## src/rtl/ifetch_queue.sv

```systemverilog
// rtl/ifetch_queue.sv - instruction fetch queue feeding the 16-bit decoder
//
// Purpose: fetches aligned 32-bit words from the instruction bus, splits each
// word into two 16-bit instructions (low halfword first), buffers them in a
// halfword FIFO and offers the head instruction to the decoder every cycle.
// A redirect flushes the FIFO and restarts fetch at the new halfword PC.
//
// Ports:
//   clk          in   1    clock
//   reset        in   1    asynchronous, active-high reset
//   mem_req      out  1    fetch request, held until mem_ack
//   mem_addr     out  RV   word address of the fetch, stable while mem_req
//   mem_ack      in   1    one-cycle completion pulse, mem_rdata valid
//   mem_rdata    in   32   fetched word, [15:0] at addr, [31:16] at addr+2
//   dec_ready    in   1    decoder accepts an instruction this cycle
//   redirect     in   1    flush queue and restart fetch at redirect_pc
//   redirect_pc  in   RV   new PC, bit 0 ignored
//   ins          out  16   instruction at the FIFO head (0 when empty)
//   ins_pc       out  RV   address of ins
//   idone        out  1    ins valid and taken by the decoder this cycle
module ifetch_queue #(
   parameter int             RV       = 32,
   parameter int             DEPTH    = 4,
   parameter logic [RV-1:0]  RESET_PC = '0
) (
   input  logic          clk,
   input  logic          reset,
   output logic          mem_req,
   output logic [RV-1:0] mem_addr,
   input  logic          mem_ack,
   input  logic [31:0]   mem_rdata,
   input  logic          dec_ready,
   input  logic          redirect,
   input  logic [RV-1:0] redirect_pc,
   output logic [15:0]   ins,
   output logic [RV-1:0] ins_pc,
   output logic          idone
);

   localparam int PW = $clog2(DEPTH);
   localparam int CW = PW + 1;
   localparam logic [CW-1:0] DEPTH_C = CW'(DEPTH);

   typedef enum logic [1:0] {
      S_IDLE = 2'd0,
      S_WAIT = 2'd1,
      S_DROP = 2'd2
   } state_t;

   state_t        r_state;
   state_t        w_state_nxt;
   logic [RV-1:0] r_addr;
   logic [RV-1:0] w_addr_nxt;
   logic [RV-1:0] r_pend_addr;
   logic [RV-1:0] w_pend_nxt;
   logic          r_skip_low;
   logic          w_skip_nxt;
   logic [CW-1:0] r_count;
   logic [CW-1:0] w_count_nxt;
   logic [PW-1:0] r_rd_ptr;
   logic [PW-1:0] r_wr_ptr;
   logic [RV-1:0] r_ins_pc;
   logic [15:0]   r_mem [DEPTH];

   logic          w_empty;
   logic [CW-1:0] w_free;
   logic          w_can_fetch;
   logic          w_push;
   logic [CW-1:0] w_push_n;
   logic          w_pop;
   logic [RV-1:0] w_redir_word;
   logic [RV-1:0] w_redir_half;

   assign w_redir_word = redirect_pc & ~RV'(3);
   assign w_redir_half = redirect_pc & ~RV'(1);

   assign w_empty     = (r_count == '0);
   assign w_free      = DEPTH_C - r_count;
   // Two free slots are always reserved before fetching, so a full word can
   // land even when skip_low is clear; the FIFO therefore never overflows.
   assign w_can_fetch = (w_free >= CW'(2));

   // Data is kept only for an ack in WAIT that is not cancelled by a
   // same-cycle redirect; acks in IDLE (stale) and DROP are discarded.
   assign w_push   = (r_state == S_WAIT) && mem_ack && !redirect;
   assign w_push_n = !w_push ? '0 : (r_skip_low ? CW'(1) : CW'(2));

   assign idone  = !w_empty && dec_ready && !redirect;
   assign w_pop  = idone;
   assign ins    = w_empty ? 16'h0000 : r_mem[r_rd_ptr];
   assign ins_pc = r_ins_pc;

   // FSM next-state and request outputs
   always_comb begin
      w_state_nxt = r_state;
      w_addr_nxt  = r_addr;
      w_pend_nxt  = r_pend_addr;
      w_skip_nxt  = r_skip_low;
      mem_req     = (r_state != S_IDLE);
      mem_addr    = r_addr;

      if (redirect) begin
         w_skip_nxt = redirect_pc[1];
      end

      case (r_state)
         S_IDLE: begin
            if (redirect) begin
               w_addr_nxt = w_redir_word;
            end else if (w_can_fetch) begin
               w_state_nxt = S_WAIT;
            end
         end
         S_WAIT: begin
            if (mem_ack) begin
               w_state_nxt = S_IDLE;
               if (redirect) begin
                  w_addr_nxt = w_redir_word;
               end else begin
                  w_addr_nxt = r_addr + RV'(4);
                  w_skip_nxt = 1'b0;
               end
            end else if (redirect) begin
               // mem_addr must stay put while the request is outstanding,
               // so the redirect target is parked until the ack arrives.
               w_state_nxt = S_DROP;
               w_pend_nxt  = w_redir_word;
            end
         end
         S_DROP: begin
            if (mem_ack) begin
               w_state_nxt = S_IDLE;
               w_addr_nxt  = redirect ? w_redir_word : r_pend_addr;
            end else if (redirect) begin
               w_pend_nxt = w_redir_word;
            end
         end
         default: begin
            w_state_nxt = S_IDLE;
         end
      endcase
   end

   // FIFO occupancy: redirect flushes and wins over any push or pop
   always_comb begin
      w_count_nxt = r_count;
      if (redirect) begin
         w_count_nxt = '0;
      end else begin
         w_count_nxt = r_count + w_push_n - {{(CW-1){1'b0}}, w_pop};
      end
   end

   always_ff @(posedge clk or posedge reset) begin
      if (reset) begin
         r_state     <= S_IDLE;
         r_addr      <= RESET_PC & ~RV'(3);
         r_pend_addr <= RESET_PC & ~RV'(3);
         r_skip_low  <= RESET_PC[1];
         r_count     <= '0;
         r_rd_ptr    <= '0;
         r_wr_ptr    <= '0;
         r_ins_pc    <= RESET_PC & ~RV'(1);
      end else begin
         r_state     <= w_state_nxt;
         r_addr      <= w_addr_nxt;
         r_pend_addr <= w_pend_nxt;
         r_skip_low  <= w_skip_nxt;
         r_count     <= w_count_nxt;
         if (redirect) begin
            r_rd_ptr <= '0;
            r_wr_ptr <= '0;
            r_ins_pc <= w_redir_half;
         end else begin
            r_rd_ptr <= r_rd_ptr + {{(PW-1){1'b0}}, w_pop};
            r_wr_ptr <= r_wr_ptr + w_push_n[PW-1:0];
            if (w_pop) begin
               r_ins_pc <= r_ins_pc + RV'(2);
            end
         end
      end
   end

   // Halfword storage; contents are only observed through the count, so
   // the array needs no reset.
   always_ff @(posedge clk) begin
      if (w_push) begin
         if (r_skip_low) begin
            r_mem[r_wr_ptr] <= mem_rdata[31:16];
         end else begin
            r_mem[r_wr_ptr]            <= mem_rdata[15:0];
            r_mem[r_wr_ptr + PW'(1)]   <= mem_rdata[31:16];
         end
      end
   end

endmodule

```

## config.mk

```make
export PLATFORM = sky130hd
export DESIGN_NAME = ifetch_queue
export DESIGN_NICKNAME = d
export VERILOG_FILES = /design/src/rtl/ifetch_queue.sv
export SDC_FILE = /design/constraint.sdc
export NUM_CORES = 1
export LEC_CHECK = 0
export ABC_AREA = 1
export ABC_CLOCK_PERIOD_IN_PS = 5000
export CAP_MARGIN = 0
export CORE_ASPECT_RATIO = 0.9
export CORE_MARGIN = 2
export CORE_UTILIZATION = 31
export CTS_CLUSTER_SIZE = 28
export DETAILED_ROUTE_END_ITERATION = 8
export GPL_TIMING_DRIVEN = 0
export PLACE_DENSITY = 0.5
export SYNTH_ARGS = -nofsm -noshare
export SYNTH_HDL_FRONTEND = slang
export SYNTH_SLANG_ARGS = --single-unit
```

## constraint.sdc

```tcl
create_clock -name clk -period 5 [get_ports clk]
set_input_delay 0.75 -clock clk [delete_from_list [all_inputs] [get_ports clk]]
set_output_delay 0.75 -clock clk [all_outputs]
set_load 0.01 [all_outputs]
```

==> summary.md, run 1 <==
| Metric | Value |
|---|---|
| Status | `completed` |
| Port Buffers | `~150` |
| Comb pwr share | `0.438` |
| Global-route wire length before repair | `around 57000 um` |
| Yosys reg bits | `169` |
| Worst Setup Start Kind | `flop` |
| Max Root-Sink Buffers | `2` |
| # setup viols final | `0` |
| Mapped Area | `10080 um2` |
| Post-synth EDFFs | `64` |
| Fillers | `approximately 3.4k` |
| Final setup margin | `between 0.8 and 0.9 ns` |
| Post-CTS Setup Inserts | `0` |
| GRT overflow | `0` |
| RSZ-0062 raised after global routing | `no` |
| Die W | `194.1 um` |
| Power per cell area | `a little over 500 nW/um2` |
| Post-synthesis xor/xnor area fraction | `0.02086` |
| CTS H-tree depth | `4` |
| Post-DP HPWL | `around 28000 um` |
| Mapped Nets | `1425` |
| Netlist cell types | `45` |
| Core area | `31960 um2` |
| Hold Buf Count CTS | `0` |
| Die area | `between 30000 and 40000 um2` |
| Max-cap violation count | `0` |
| Vias in the first global route | `between 9k and 10k` |
| Mux share of post-synthesis cell area | `0.01589` |
| Sequential cell area fraction in the yosys report | `0.4514` |
| Residual DRC | `0` |
| TritonCTS Buffers | `17` |
| Internal power | `3.661 mW` |
| Worst-Skew Late Latency | `0.45 ns` |
| Min Clock Period, post-route | `4.161 ns` |
| Fmax | `0.2403 GHz` |
| Initial Utilization | `0.3153` |
| NetSw | `~2.8 mW` |
| Synth Area in Adders | `0.01813` |
| Clk pwr share | `0.218` |
| Commonest non-fill, non-tap cell in the layout | `nand2_1` |
| Post-DR vias/cell | `about 5` |
| Placement Setup Slack | `roughly 1.1 ns` |
| Max FO, Critical Path | `10` |
| Sw Ratio | `0.4358` |
| Simple logic cell fraction of the synthesized area | `0.2646` |
| Critical Path AT | `3.41 ns` |
| Drt initial violations | `approximately 730` |
| Final period util | `0.8321` |
| Clk sinks | `approximately 170` |
| DRT Pass-1 Iters | `7` |
| Largest family of logic cells by synthesized area | `simple AND/OR/NAND/NOR gates` |
| Total power | `roughly 6.5 mW` |
| Global Route Usage Sum | `0.2191` |
| Root Driver | `clkbuf_16` |
| CTS resizes | `0` |
| Initial antenna violation count | `0` |
| Die height | `approximately 180 um` |
| Slew margin rel. | `0.3562` |
| Setup CP Type | `flop to output pin` |
| Clock Skews | `~0.015 ns` |
| Pleak | `between 5 and 6 nW` |
| Post-Syn Instances | `about 1.3k` |
| Yosys Warn Count | `0` |
| Num ports | `about 150` |
| Drt total wl | `36790 um` |
| Hold Fails Final Rpt | `0` |
| Mean post-synth cell area | `~7.5 um2` |
| WP data required | `around 4.3 ns` |
| Worst min path class | `flop to flop` |
| Area grow syn2layout | `26.99%` |
| Ys async rst share | `0.6213` |
| Compound-Gate Fraction of Synth Area | `0.1594` |
| Clock slew at reported path FFs | `0.07 ns` |
| Largest net degree at the start of global routing | `74` |
| Crit path capture type | `output pin` |
| Most frequent cells in the layout | `nand2_1 (372), nor2_1 (188), o21ai_0 (154), clkdlybuf4s50_1 (147), inv_1 (107)` |
| Share of cells above drive strength 1 | `0.05639` |
| GP Congestion | `approximately 0.87` |
| Sequential share of power | `0.343` |
| Fin nets | `1595` |
| Slew @ Worst Pin | `0.9656 ns` |
| Top FF cell, synth | `dfrtp_1` |
| Site Rows | `62` |
| Antenna Violating Nets Remaining | `0` |
| Routed WL per cell | `between 15 and 20 um` |
| # diodes | `0` |
| Max-slew violation count | `0` |
| CTS tree | `yes` |
| Via Count | `approximately 10k` |
| Max rail drop VDD | `290.1 uV` |
-- Yosys cell counts (all sizes together) (5+ instances only) --
cell type  number  share of area
nand2         374           0.14
nor2          198          0.079
o21ai         162          0.080
inv           113          0.042
dfrtp         105           0.26
edfxtp         64           0.19
nand3          62          0.031
a21oi          50          0.025
clkbuf         32          0.012
buf            28          0.015
o22ai          22          0.014
xor2           20          0.017
mux2i          16          0.016
ha             13          0.016
o211ai         13         0.0097
a221oi         12          0.010
nor3           12         0.0071
a211oi          8         0.0060
a22oi           5         0.0037
nand4           5         0.0031
-- layer usage --
layer | vias to the layer above | global-route usage | part of all wire
li1 | 4797 | - | -
met5 | - | 0 | 0
met4 | 0 | 0.04482 | 0.013
met3 | 33 | 0.03262 | 0.053
met1 | 4726 | 0.3307 | 0.50
met2 | 300 | 0.3311 | 0.44
-- through the flow --
step / hold WS (ns) / area [um2] / instances / utilization / TNS [ns]
2_1_floorplan: 0.4370 / 10080 / 1342 / - / 0
3_3_place_gp: 0.4545 / 12070 / 1905 / 0.3777 / -52.35
3_5_place_dp: 0.4562 / 12170 / 1909 / 0.3806 / 0
4_1_cts: 0.4799 / 12800 / 1941 / 0.4004 / 0
5_1_grt: 0.5001 / 12800 / 1941 / 0.4004 / 0
6_report: 0.4778 / 12800 / 1941 / 0.4004 / 0
-- final cells by class --
class / instances / area [um2] / area share
well taps: 416 / 520.5 / 0.04067
clock buffers: 17 / 425.4 / 0.03324
plain buffers: 60 / 271.5 / 0.02121
clock inverters: 15 / 207.7 / 0.01623
repair buffers: 151 / 1544 / 0.1206
inverters: 114 / 432.9 / 0.03383
flip-flops and latches: 169 / 4549 / 0.3555
multi-input cells: 999 / 4847 / 0.3787
-- flip-flops by register name, summed over array words and instances, names as in the netlist --
| signal | cells |
|---|---|
| r_pend_addr | 32 |
| mem_addr | 32 |
| r_mem | 64 |
| r_count | 3 |
| r_skip_low | 1 |
| r_rd_ptr | 2 |
| ins_pc | 31 |
| r_wr_ptr | 2 |
| r_state | 2 |
-- cell families (layout without fill, tap and decap cells) --
kind of cell	count (synthesis)	count (layout)
mux	16	16
buf+inv	174	357
compound gates	286	286
xor+xnor	24	24
fa+ha+maj	14	14
other cells	1	1
simple gates	658	658
flops	169	169
-- worst paths after layout --
path | from | to | slack [ns] | cells after the start
setup / recovery | r_count[0] | idone | 0.84 | 9
setup reg to reg | r_count[0] | r_count[1] | 1.74 | 11
hold reg to reg | r_pend_addr[0] | r_pend_addr[0] | 0.48 | 2
min in group asynchronous | reset | mem_addr[0] | 0.66 | 2
hold / removal | r_pend_addr[0] | r_pend_addr[0] | 0.48 | 2
max in group asynchronous | reset | r_pend_addr[22] | 3.66 | 3
-- worst max-delay path, cell delays in order, from the launching register on --
cell,delay [ns]
dfrtp_1,0.37
inv_1,0.08
ha_1,0.19
ha_1,0.17
buf_2,0.18
nor2_1,0.43
inv_1,0.14
nor2_2,0.53
buf_4,0.31
clkdlybuf4s50_1,0.56
-- power by group through the flow --
stage               Combinational (mW)  Sequential (mW)  Clock (mW)
floorplan                         1.55             2.20           0
global placement                  2.80             2.25           0
detailed placement                2.83             2.24           0
finish                            2.84             2.23        1.42
global route                      3.16             2.28        1.49
CTS                               2.84             2.22        1.43
Note: power is estimated with default switching activity, not from simulation.
==> run 2, diff against run 1 <==
Settings changed: ABC_CLOCK_PERIOD_IN_PS 5000 to 3750, PLACE_DENSITY 0.5 to 0.51.
Clock period 5 ns to 3.75 ns, I/O delays scaled along.
==> summary.md, run 2 (synthesis gave the netlist of run 1 again) <==
| Metric | Value |
|---|---|
| Initial antenna violation count | `0` |
| # setup viols final | `0` |
| Via Count | `roughly 10k` |
| Internal power | `between 4 and 5 mW` |
| Post-Layout Cell Count | `1942` |
| Global-route wire length before repair | `approximately 56000 um` |
| Clk pwr share | `0.212` |
| Most frequent cells in the layout | `nand2_1 (372), nor2_1 (187), o21ai_0 (154), clkdlybuf4s50_1 (147), inv_1 (107)` |
| Fillers | `roughly 3.3k` |
| FF-to-FF path depth | `13` |
| RSZ-0062 raised after global routing | `no` |
| Vias in the first global route | `9398` |
| Max reg flops | `64` |
| Slew @ Worst Pin | `0.7736 ns` |
| Worst Path Buf+Inv | `5` |
| Slew margin rel. | `0.4842` |
| Min Clock Period, post-route | `roughly 3.6 ns` |
| Placed Cells | `between 1.5k and 2k` |
| Power per cell area | `about 670 nW/um2` |
| Critical Path AT | `around 3.0 ns` |
| Crit path capture type | `output pin` |
| Reg2reg start | `r_count[0]` |
| Clock slew at reported path FFs | `roughly 0.09 ns` |
| Worst R2R End | `r_count[2]` |
| Num ports | `151` |
| Setup CP Type | `flop to output pin` |
| Pleak | `about 5.2 nW` |
| Max rail drop VDD | `391.9 uV` |
| Max-slew violation count | `0` |
| NetSw | `roughly 3.7 mW` |
| Sequential share of power | `0.344` |
| Flop-to-flop setup slack | `between 0.8 and 0.9 ns` |
| Hold Fails Final Rpt | `0` |
| Initial Utilization | `0.3153` |
| Clk sinks | `169` |
| CP max stage cell | `clkdlybuf4s50_1` |
| Die height | `175.1 um` |
| Sw Ratio | `0.4335` |
| Clock Skews | `0.01574 ns` |
| Critical Path Max Stage Delay | `between 0.5 and 0.6 ns` |
| Antenna Violating Nets Remaining | `0` |
| Post-DP HPWL | `27400 um` |
| Area grow syn2layout | `27.03%` |
| Fin nets | `between 1.5k and 2k` |
| GRT overflow | `0` |
| Die area | `33970 um2` |
| CP delay by family, top | `buffers and inverters` |
| CTS H-tree depth | `4` |
| Hold Buf Count CTS | `0` |
| Comb pwr share | `0.443` |
| Max-cap violation count | `0` |
| TritonCTS Buffers | `17` |
| Global Route Usage Sum | `0.2147` |
| GP Congestion | `0.8526` |
| Cell Chain, Critical Path | `inv_1, ha_1, ha_1, buf_2, nor2_2, inv_1, nor2_4, buf_4, clkdlybuf4s50_1` |
| Die W | `about 190 um` |
| # diodes | `0` |
| Core area | `between 30000 and 40000 um2` |
| Worst-Skew Late Latency | `about 0.44 ns` |
| Drt total wl | `36310 um` |
| Root Driver | `clkbuf_16` |
| CTS tree | `yes` |
| Status | `completed` |
| Residual DRC | `0` |
| Post-DR vias/cell | `5.092` |
| Max FO, Critical Path | `10` |
| Max Root-Sink Buffers | `2` |
| Drt initial violations | `721` |
| Port Buffers | `~150` |
| Site Rows | `62` |
| Commonest non-fill, non-tap cell in the layout | `nand2_1` |
| Routed WL per cell | `roughly 19 um` |
| Largest net degree at the start of global routing | `78` |
| Worst min path class | `input pin to asynchronous set/reset pin` |
| Final period util | `0.9571` |
| Most flops, register | `r_mem` |
| DRT Pass-1 Iters | `5` |
| Fmax | `~0.28 GHz` |
| WP data required | `3.19 ns` |
| Worst Setup Start Kind | `flop` |
| Share of cells above drive strength 1 | `0.05767` |
| Total power | `about 8.6 mW` |
[run 2: cell types whose count changed in the layout (fill, tap and decap cells not counted), sizes merged]
| cell | before | now |
|---|---|---|
| buf | 32 | 33 |
| clkinvlp | 1 | 0 |
| inv | 119 | 120 |
[run 2: how the worst max path moves through the flow]
stage,cells past startpoint,end,startpoint
after floorplan,1,ins_pc[10],reset
after global placement,2,ins_pc[21],reset
after detailed placement,7,idone,dec_ready
after CTS,9,idone,r_count[0]
after global routing,9,idone,r_count[0]
final,9,idone,r_count[0]
[run 2: stage by stage]
step	setup slack (ns)	setup TNS, ns	cell area [um2]	utilization	hold WS [ns]
global route	0.05835	0	12800	0.4006	0.5057
detailed placement	0.2000	0	12180	0.3811	0.4642
finish	0.1608	0	12800	0.4006	0.4706
global placement	-1.640	-197.04	12070	0.3777	0.4522
floorplan	0.4270	0	10080	-	0.4370
CTS	0.1521	0	12800	0.4006	0.4783
[run 2: what timing repair did]
action | CTS | global route
setup buffers | 0 | 0
endpoints found under the hold margin | 0 | 0
gates resized for setup | 2 | 0
endpoints found under the setup margin | 1 | 0
[run 2: worst reg2reg max path, cell delays in order (launching register included)]
cell and delay [ns]:
dfrtp_1 0.36, inv_1 0.07, ha_1 0.20, ha_1 0.17, buf_2 0.19, nor2_2 0.33
inv_1 0.15, nor2_4 0.32, xor2_1 0.20, ha_1 0.16, inv_1 0.05, fa_1 0.37
xor2_1 0.17, nor2_1 0.06
[run 2: per-layer routing]
layer,vias up,wire (um),global-route usage
li1,4801,-,-
met1,4712,18260,0.3312
met2,337,15210,0.3099
met3,39,2151,0.03050
met4,0,690,0.05934
met5,-,0,0
[run 2: final cells by class]
cell class              instances  area (um2)  share of cell area
plain buffers                  60       271.5             0.02121
inverters                     114       432.9             0.03382
multi-input cells             999        4855              0.3792
clock inverters                15       188.9             0.01476
repair buffers                152        1559              0.1218
well taps                     416       520.5             0.04066
flip-flops and latches        169        4549              0.3554
clock buffers                  17       425.4             0.03323
[run 2: power by group through the flow]
| stage | Combinational [mW] | Clock (mW) | Sequential, mW |
|---|---|---|---|
| 6_report | 3.82 | 1.83 | 2.96 |
| 5_1_grt | 4.22 | 1.94 | 3.04 |
| 4_1_cts | 3.82 | 1.86 | 2.96 |
| 3_5_place_dp | 3.78 | 0 | 2.99 |
| 3_3_place_gp | 3.74 | 0 | 2.99 |
| 2_1_floorplan | 2.07 | 0 | 2.94 |
